===== src/rtl/lc3b_types.sv =====
// Shared LC-3b datapath/cache types used by the store merge buffer, merge mux and cache.
package lc3b_types;

  typedef logic [15:0]  lc3b_word;
  typedef logic [127:0] lc3b_8words;
  typedef logic [15:0]  lc3b_bytemask;

  typedef enum logic [2:0] {
    SMB_EMPTY,
    SMB_COLLECT,
    SMB_FETCH,
    SMB_MERGE,
    SMB_WRITE
  } smb_state_t;

endpackage


===== src/rtl/smb_byte_lane.sv =====
// One byte of the write-combining line: data register plus its valid bit.
module smb_byte_lane (
  input  logic       clk,
  input  logic       rst_n,
  input  logic       we_i,
  input  logic       clr_i,
  input  logic [7:0] data_i,
  output logic [7:0] data_o,
  output logic       valid_o
);

  logic [7:0] data_q, data_d;
  logic       valid_q, valid_d;

  always_comb begin
    data_d  = data_q;
    valid_d = valid_q;
    if (we_i) begin
      data_d  = data_i;
      valid_d = 1'b1;
    end else if (clr_i) begin
      valid_d = 1'b0;
    end
  end

  always_ff @(posedge clk or negedge rst_n) begin
    if (!rst_n) begin
      data_q  <= '0;
      valid_q <= 1'b0;
    end else begin
      data_q  <= data_d;
      valid_q <= valid_d;
    end
  end

  assign data_o  = data_q;
  assign valid_o = valid_q;

endmodule


===== src/rtl/store_merge_buffer.sv =====
// Single-line write-combining buffer: collects stores to one 16-byte line, then
// fetches the backing line (unless fully written), captures the merge and writes it back.
module store_merge_buffer
  import lc3b_types::*;
#(
  parameter int unsigned TIMEOUT = 16
) (
  input  logic         clk,
  input  logic         rst_n,
  input  logic         cpu_write,
  input  logic [15:0]  cpu_address,
  input  logic [15:0]  cpu_wdata,
  input  logic [1:0]   cpu_byte_enable,
  output logic         cpu_resp,
  input  logic         flush,
  output logic         idle,
  output logic         pending_valid,
  output logic [11:0]  pending_tag,
  output logic [15:0]  cpu_sel,
  output logic [127:0] dat_i_cpu,
  output logic [127:0] dat_o_cpu,
  input  logic [127:0] merged_line,
  output logic         mem_read,
  output logic         mem_write,
  output logic [15:0]  mem_address,
  output logic [127:0] mem_wdata,
  input  logic [127:0] mem_rdata,
  input  logic         mem_resp
);

  smb_state_t   state_q, state_d;
  logic [11:0]  tag_q, tag_d;
  logic [15:0]  idle_cnt_q, idle_cnt_d;
  logic         cpu_resp_q, cpu_resp_d;
  lc3b_8words   line_q, line_d;
  lc3b_8words   wdata_q, wdata_d;
  lc3b_bytemask mask;

  logic store_req, tag_hit, accept, mask_full, timeout_hit, drain, clr;
  logic unused_addr0;

  assign unused_addr0 = cpu_address[0];

  if (TIMEOUT == 0) begin : g_no_timeout
    assign timeout_hit = 1'b0;
  end else begin : g_timeout
    assign timeout_hit = (idle_cnt_q == 16'(TIMEOUT - 1));
  end

  // The request held during its own cpu_resp cycle is the one just taken; ignore it.
  always_comb begin
    tag_hit   = (cpu_address[15:4] == tag_q);
    store_req = cpu_write && !cpu_resp_q;
    accept    = store_req && ((state_q == SMB_EMPTY) ||
                              ((state_q == SMB_COLLECT) && tag_hit));
    mask_full = (mask == '1);
    drain     = (store_req && !tag_hit) || flush || timeout_hit || mask_full;
    clr       = (state_q == SMB_WRITE) && mem_resp;
  end

  always_comb begin
    state_d    = state_q;
    tag_d      = accept ? cpu_address[15:4] : tag_q;
    cpu_resp_d = accept;
    idle_cnt_d = ((state_q == SMB_COLLECT) && !accept) ? idle_cnt_q + 16'd1 : '0;
    line_d     = ((state_q == SMB_FETCH) && mem_resp) ? mem_rdata : line_q;
    wdata_d    = (state_q == SMB_MERGE) ? merged_line : wdata_q;
    unique case (state_q)
      SMB_EMPTY:   if (accept) state_d = SMB_COLLECT;
      // An accepted store wins over any trigger; the drain starts a cycle later.
      SMB_COLLECT: if (!accept && drain) state_d = mask_full ? SMB_MERGE : SMB_FETCH;
      SMB_FETCH:   if (mem_resp) state_d = SMB_MERGE;
      SMB_MERGE:   state_d = SMB_WRITE;
      SMB_WRITE:   if (mem_resp) state_d = SMB_EMPTY;
      default:     state_d = SMB_EMPTY;
    endcase
  end

  always_ff @(posedge clk or negedge rst_n) begin
    if (!rst_n) begin
      state_q    <= SMB_EMPTY;
      tag_q      <= '0;
      idle_cnt_q <= '0;
      cpu_resp_q <= 1'b0;
      line_q     <= '0;
      wdata_q    <= '0;
    end else begin
      state_q    <= state_d;
      tag_q      <= tag_d;
      idle_cnt_q <= idle_cnt_d;
      cpu_resp_q <= cpu_resp_d;
      line_q     <= line_d;
      wdata_q    <= wdata_d;
    end
  end

  for (genvar i = 0; i < 16; i++) begin : g_lane
    smb_byte_lane u_lane (
      .clk     (clk),
      .rst_n   (rst_n),
      .we_i    (accept && (cpu_address[3:1] == 3'(i / 2)) && cpu_byte_enable[i % 2]),
      .clr_i   (clr),
      .data_i  ((i % 2 == 1) ? cpu_wdata[15:8] : cpu_wdata[7:0]),
      .data_o  (dat_i_cpu[8*i +: 8]),
      .valid_o (mask[i])
    );
  end

  assign cpu_resp      = cpu_resp_q;
  assign idle          = (state_q == SMB_EMPTY);
  assign pending_valid = (state_q != SMB_EMPTY);
  assign pending_tag   = tag_q;
  assign cpu_sel       = mask;
  assign dat_o_cpu     = line_q;
  assign mem_wdata     = wdata_q;
  assign mem_address   = {tag_q, 4'h0};
  assign mem_read      = (state_q == SMB_FETCH);
  assign mem_write     = (state_q == SMB_WRITE);

endmodule


===== config.mk =====
export PLATFORM = sky130hd
export DESIGN_NAME = store_merge_buffer
export DESIGN_NICKNAME = d
export VERILOG_FILES = /design/src/rtl/lc3b_types.sv /design/src/rtl/smb_byte_lane.sv /design/src/rtl/store_merge_buffer.sv
export SDC_FILE = /design/constraint.sdc
export NUM_CORES = 1
export LEC_CHECK = 0
export CORE_AREA = 2 2 286 288
export CTS_CLUSTER_DIAMETER = 40
export CTS_CLUSTER_SIZE = 40
export DETAILED_ROUTE_END_ITERATION = 12
export DIE_AREA = 0 0 288 290
export REMOVE_ABC_BUFFERS = 1
export SYNTH_ARGS = -nofsm -noshare
export SYNTH_HDL_FRONTEND = slang
export SYNTH_SLANG_ARGS = --single-unit

===== constraint.sdc =====
create_clock -name clk -period 2.3 [get_ports clk]
set_input_delay 0.23 -clock clk [delete_from_list [all_inputs] [get_ports clk]]
set_output_delay 0.23 -clock clk [all_outputs]
set_load 0.005 [all_outputs]

==> impl_results.md <==
- Register bit total from synthesis: 432
- Total track usage: 0.139
- Worst min-delay path class: in -> async
- Die width: 288 um
- Reg2Reg Setup Slack: 10 ps
- HPWL after detailed placement: 45,900 um
- Buffers on Ports: 722
- Critical path's slowest cell: dfrtp_1
- Worst-skew pair later-pin latency: 600 ps
- ANT nets after route: 0
- Avg Cell Area, Syn: 15.8 um^2
- Final Util: 0.357
- Final Setup Violations: 0
- R2R Path End: g_lane[8].u_lane.data_o[3]$_DFFE_PN0P_
- Startpoint Class: flip-flop
- CTS buffer count: 78
- CP Data Required Time: 2770 ps
- DR WL/cell: 19.9 um
- Cell Area, Synth: 0.0167 mm^2
- Status: completed
- Synth Area in Adders: 0.000747
- Netlist cell types: 36
- Largest family of logic cells by synthesized area: multiplexers
- Share of layout cells above drive strength 1: 0.324
- Commonest cells after routing, fill and taps aside: clkdlybuf4s50_1, dfrtp_1, mux2_2
- Initial Util: 0.209
- GRT overflow: 0
- Initial antenna violation count: 2
- Die Ht: 290 um
- RePlAce Congestion: 0.801
- VDD IR max: 0.000627 V
- Core footprint: 0.0802 mm^2
- Top delay family on crit path: buffers and inverters
- Final Skew: 19.6 ps
- Worst slew pin tran: 714 ps
- First drt pass iteration count: 4
- Worst slew margin relative to its limit: 0.523
- Remaining DRCs: 0
- First-pass GRT wire length: 87,300 um
- Fin crit period: 2290 ps
- Synth Area in XOR/XNOR: 0.0136
- Critical path buffer and inverter count: 3
- Via density: 3.98
- Hold_ws: 200 ps
- CTS H-tree depth: 3
- Pre-CTS setup slack: -303 ps
- Die ar.: 0.0835 mm^2
- Commonest non-fill, non-tap cell in the layout: clkdlybuf4s50_1
- CP peak stage delay: 390 ps
- # IOs: 728
- Worst-case reg-to-reg path depth: 8
- Synth Area in Compound Gates: 0.00650
- RSZ-0062 raised after global routing: yes
- Vias in the first global route: 13,312
- Clock-pin slew on the worst setup and hold paths: 50 ps
- Final Hold Violating Endpoints: 0
- Post-route setup slack: 14.2 ps
- PD cells: 1380 mW/mm^2
- CP max FO: 4
- CTS tree: yes
- Area Growth Syn to Fin: 70.8%
- Mux cell area share after synthesis: 0.270
- Row count: 104
- Peak Freq: 0.437 GHz
- Critical path, cell by cell: xnor2_1 -> nand4_1 -> o31a_1 -> buf_6 -> nor4b_4 -> buf_4 -> clkbuf_16 -> mux2_4
- Max Cap Viol: 0
- Fin cells: 3,003
- Routed vias: 11,951
- Largest net degree at the start of global routing: 64
- Cells after Synth: 1,062
- Sequential share of the synthesized area: 0.646
- Period utilization: 0.994
- Synth Warn #: 0
- Post-synthesis simple-gate area fraction: 0.0367
- Static leakage: 12.1 nW
- Clock Sinks: 432
- RR Startpoint: pending_tag[0]$_DFFE_PN0N_
- Final WL: 59,700 um
- Final count of pins violating max slew: 0
- Critical Path AT: 2750 ps
- Maximum buffer depth of the clock tree: 3
- Root Driver: clkbuf_16
- Crit Path Category: reg -> reg
- Placed cells: 2,856
- Crit end category: flip-flop
- Nets: 2,178
- 1st-iter DRT viols: 297
-- what timing repair did --
action,CTS,global route
hold buffers,1,0
pin swaps,0,10
gates resized for setup,2,26
gates cloned,0,2
setup buffers,0,3
endpoints found under the setup margin,6,78
hold endpoints to repair,48,0
-- worst register-to-register path, cell delays in order, from the launching register on --
cell,delay [ps]
dfrtp_1,390
xnor2_1,210
nand4_1,150
o31a_1,390
buf_6,170
nor4b_4,200
buf_4,190
clkbuf_16,170
mux2_4,300
-- cell type report --
class | instances | area, um^2
fillers | 7737 | 51600
well taps | 1060 | 1330
clock buffers | 102 | 2180
flip-flops and latches | 432 | 10800
multi-input cells | 554 | 5580
inverters | 6 | 22.5
repair buffers | 810 | 8200
clock inverters | 38 | 457
diodes | 1 | 2.50
-- metal layers --
metal / GRT usage / vias up / wire [um]
met4: 0.0483 / 2 / 1600
met2: 0.246 / 492 / 30300
met5: 0 / - / 11
met1: 0.152 / 5967 / 22500
met3: 0.0493 / 102 / 5290
li1: - / 5388 / -
-- power breakdown --
part	switching, mW	total (mW)	internal (mW)	leakage, nW
Sequential	2.04	13.1	11.1	5.30
Combinational	4.84	14.9	10.0	5.51
Clock	4.00	11.4	7.40	1.26
-- kinds of logic after synthesis --
family / after synthesis
muxes: 396
and+or+nand+nor: 112
adders and majority gates: 1
AOI/OAI and AO/OA: 15
other: 1
DFF: 432
buffers and inverters: 79
xor gates and xnor gates: 26
-- registers in the layout (all words and copies together), names as in the netlist --
signal,flops
g_lane.u_lane.data_o,128
g_lane.u_lane.valid_o,16
pending_tag,12
dat_o_cpu,128
state_q,3
cpu_resp,1
mem_wdata,128
idle_cnt_q,16
-- cells in the mapped netlist (all sizes together) --
| master | n | area share |
|---|---|---|
| nand2b | 1 | 0.00037 |
| clkbuf | 32 | 0.0072 |
| a31o | 1 | 0.00052 |
| conb | 1 | 0.00022 |
| a22oi | 1 | 0.00045 |
| a32oi | 1 | 0.00052 |
| nand4 | 18 | 0.0067 |
| mux2 | 396 | 0.27 |
| nor4b | 2 | 0.0028 |
| nand2 | 30 | 0.0067 |
| o31ai | 1 | 0.00045 |
| inv | 6 | 0.0013 |
| nor2 | 25 | 0.0059 |
| buf | 41 | 0.018 |
| nor3 | 3 | 0.00090 |
| nor4 | 7 | 0.0026 |
| or4b | 2 | 0.0016 |
| nand3b | 1 | 0.00045 |
| xor2 | 5 | 0.0026 |
| xnor2 | 21 | 0.011 |
| a21o | 7 | 0.0031 |
| and2 | 3 | 0.0011 |
| and3 | 4 | 0.0015 |
| or3 | 1 | 0.00037 |
| dfrtp | 432 | 0.65 |
| nand3 | 7 | 0.0021 |
| and4 | 3 | 0.0016 |
| o31a | 1 | 0.00052 |
| ha | 1 | 0.00075 |
| o21ai | 3 | 0.00090 |
| nor2b | 5 | 0.0019 |
-- worst max path at each step --
stage                                     startpoint                                 endpoint  slack [ps]  depth (start not counted)
final                     pending_tag[0]$_DFFE_PN0N_   g_lane[8].u_lane.data_o[3]$_DFFE_PN0P_          10                          8
after global routing      pending_tag[7]$_DFFE_PN0N_   g_lane[9].u_lane.data_o[7]$_DFFE_PN0P_         -30                          8
after CTS                 pending_tag[4]$_DFFE_PN0N_  g_lane[10].u_lane.data_o[2]$_DFFE_PN0P_          -3                          5
after detailed placement              cpu_address[8]  g_lane[12].u_lane.data_o[5]$_DFFE_PN0P_        -300                          8
after global placement                cpu_address[8]  g_lane[10].u_lane.data_o[2]$_DFFE_PN0P_        -280                          6
after floorplan               state_q[2]$_DFFE_PN0P_                 mem_wdata[0]$_DFFE_PN0N_       -2380                          2
-- per-stage QoR --
stage | total power [mW] | TNS (ps) | cell area (um^2)
floorplan | 17.9 | -561020 | 16300
global placement | 27.9 | -23870 | 25800
detailed placement | 28.2 | -25540 | 25800
CTS | 39.9 | -5.15 | 28400
global route | 41.5 | -463 | 28600
finish | 39.4 | 0 | 28600
Power figures use the tool's default switching activity.
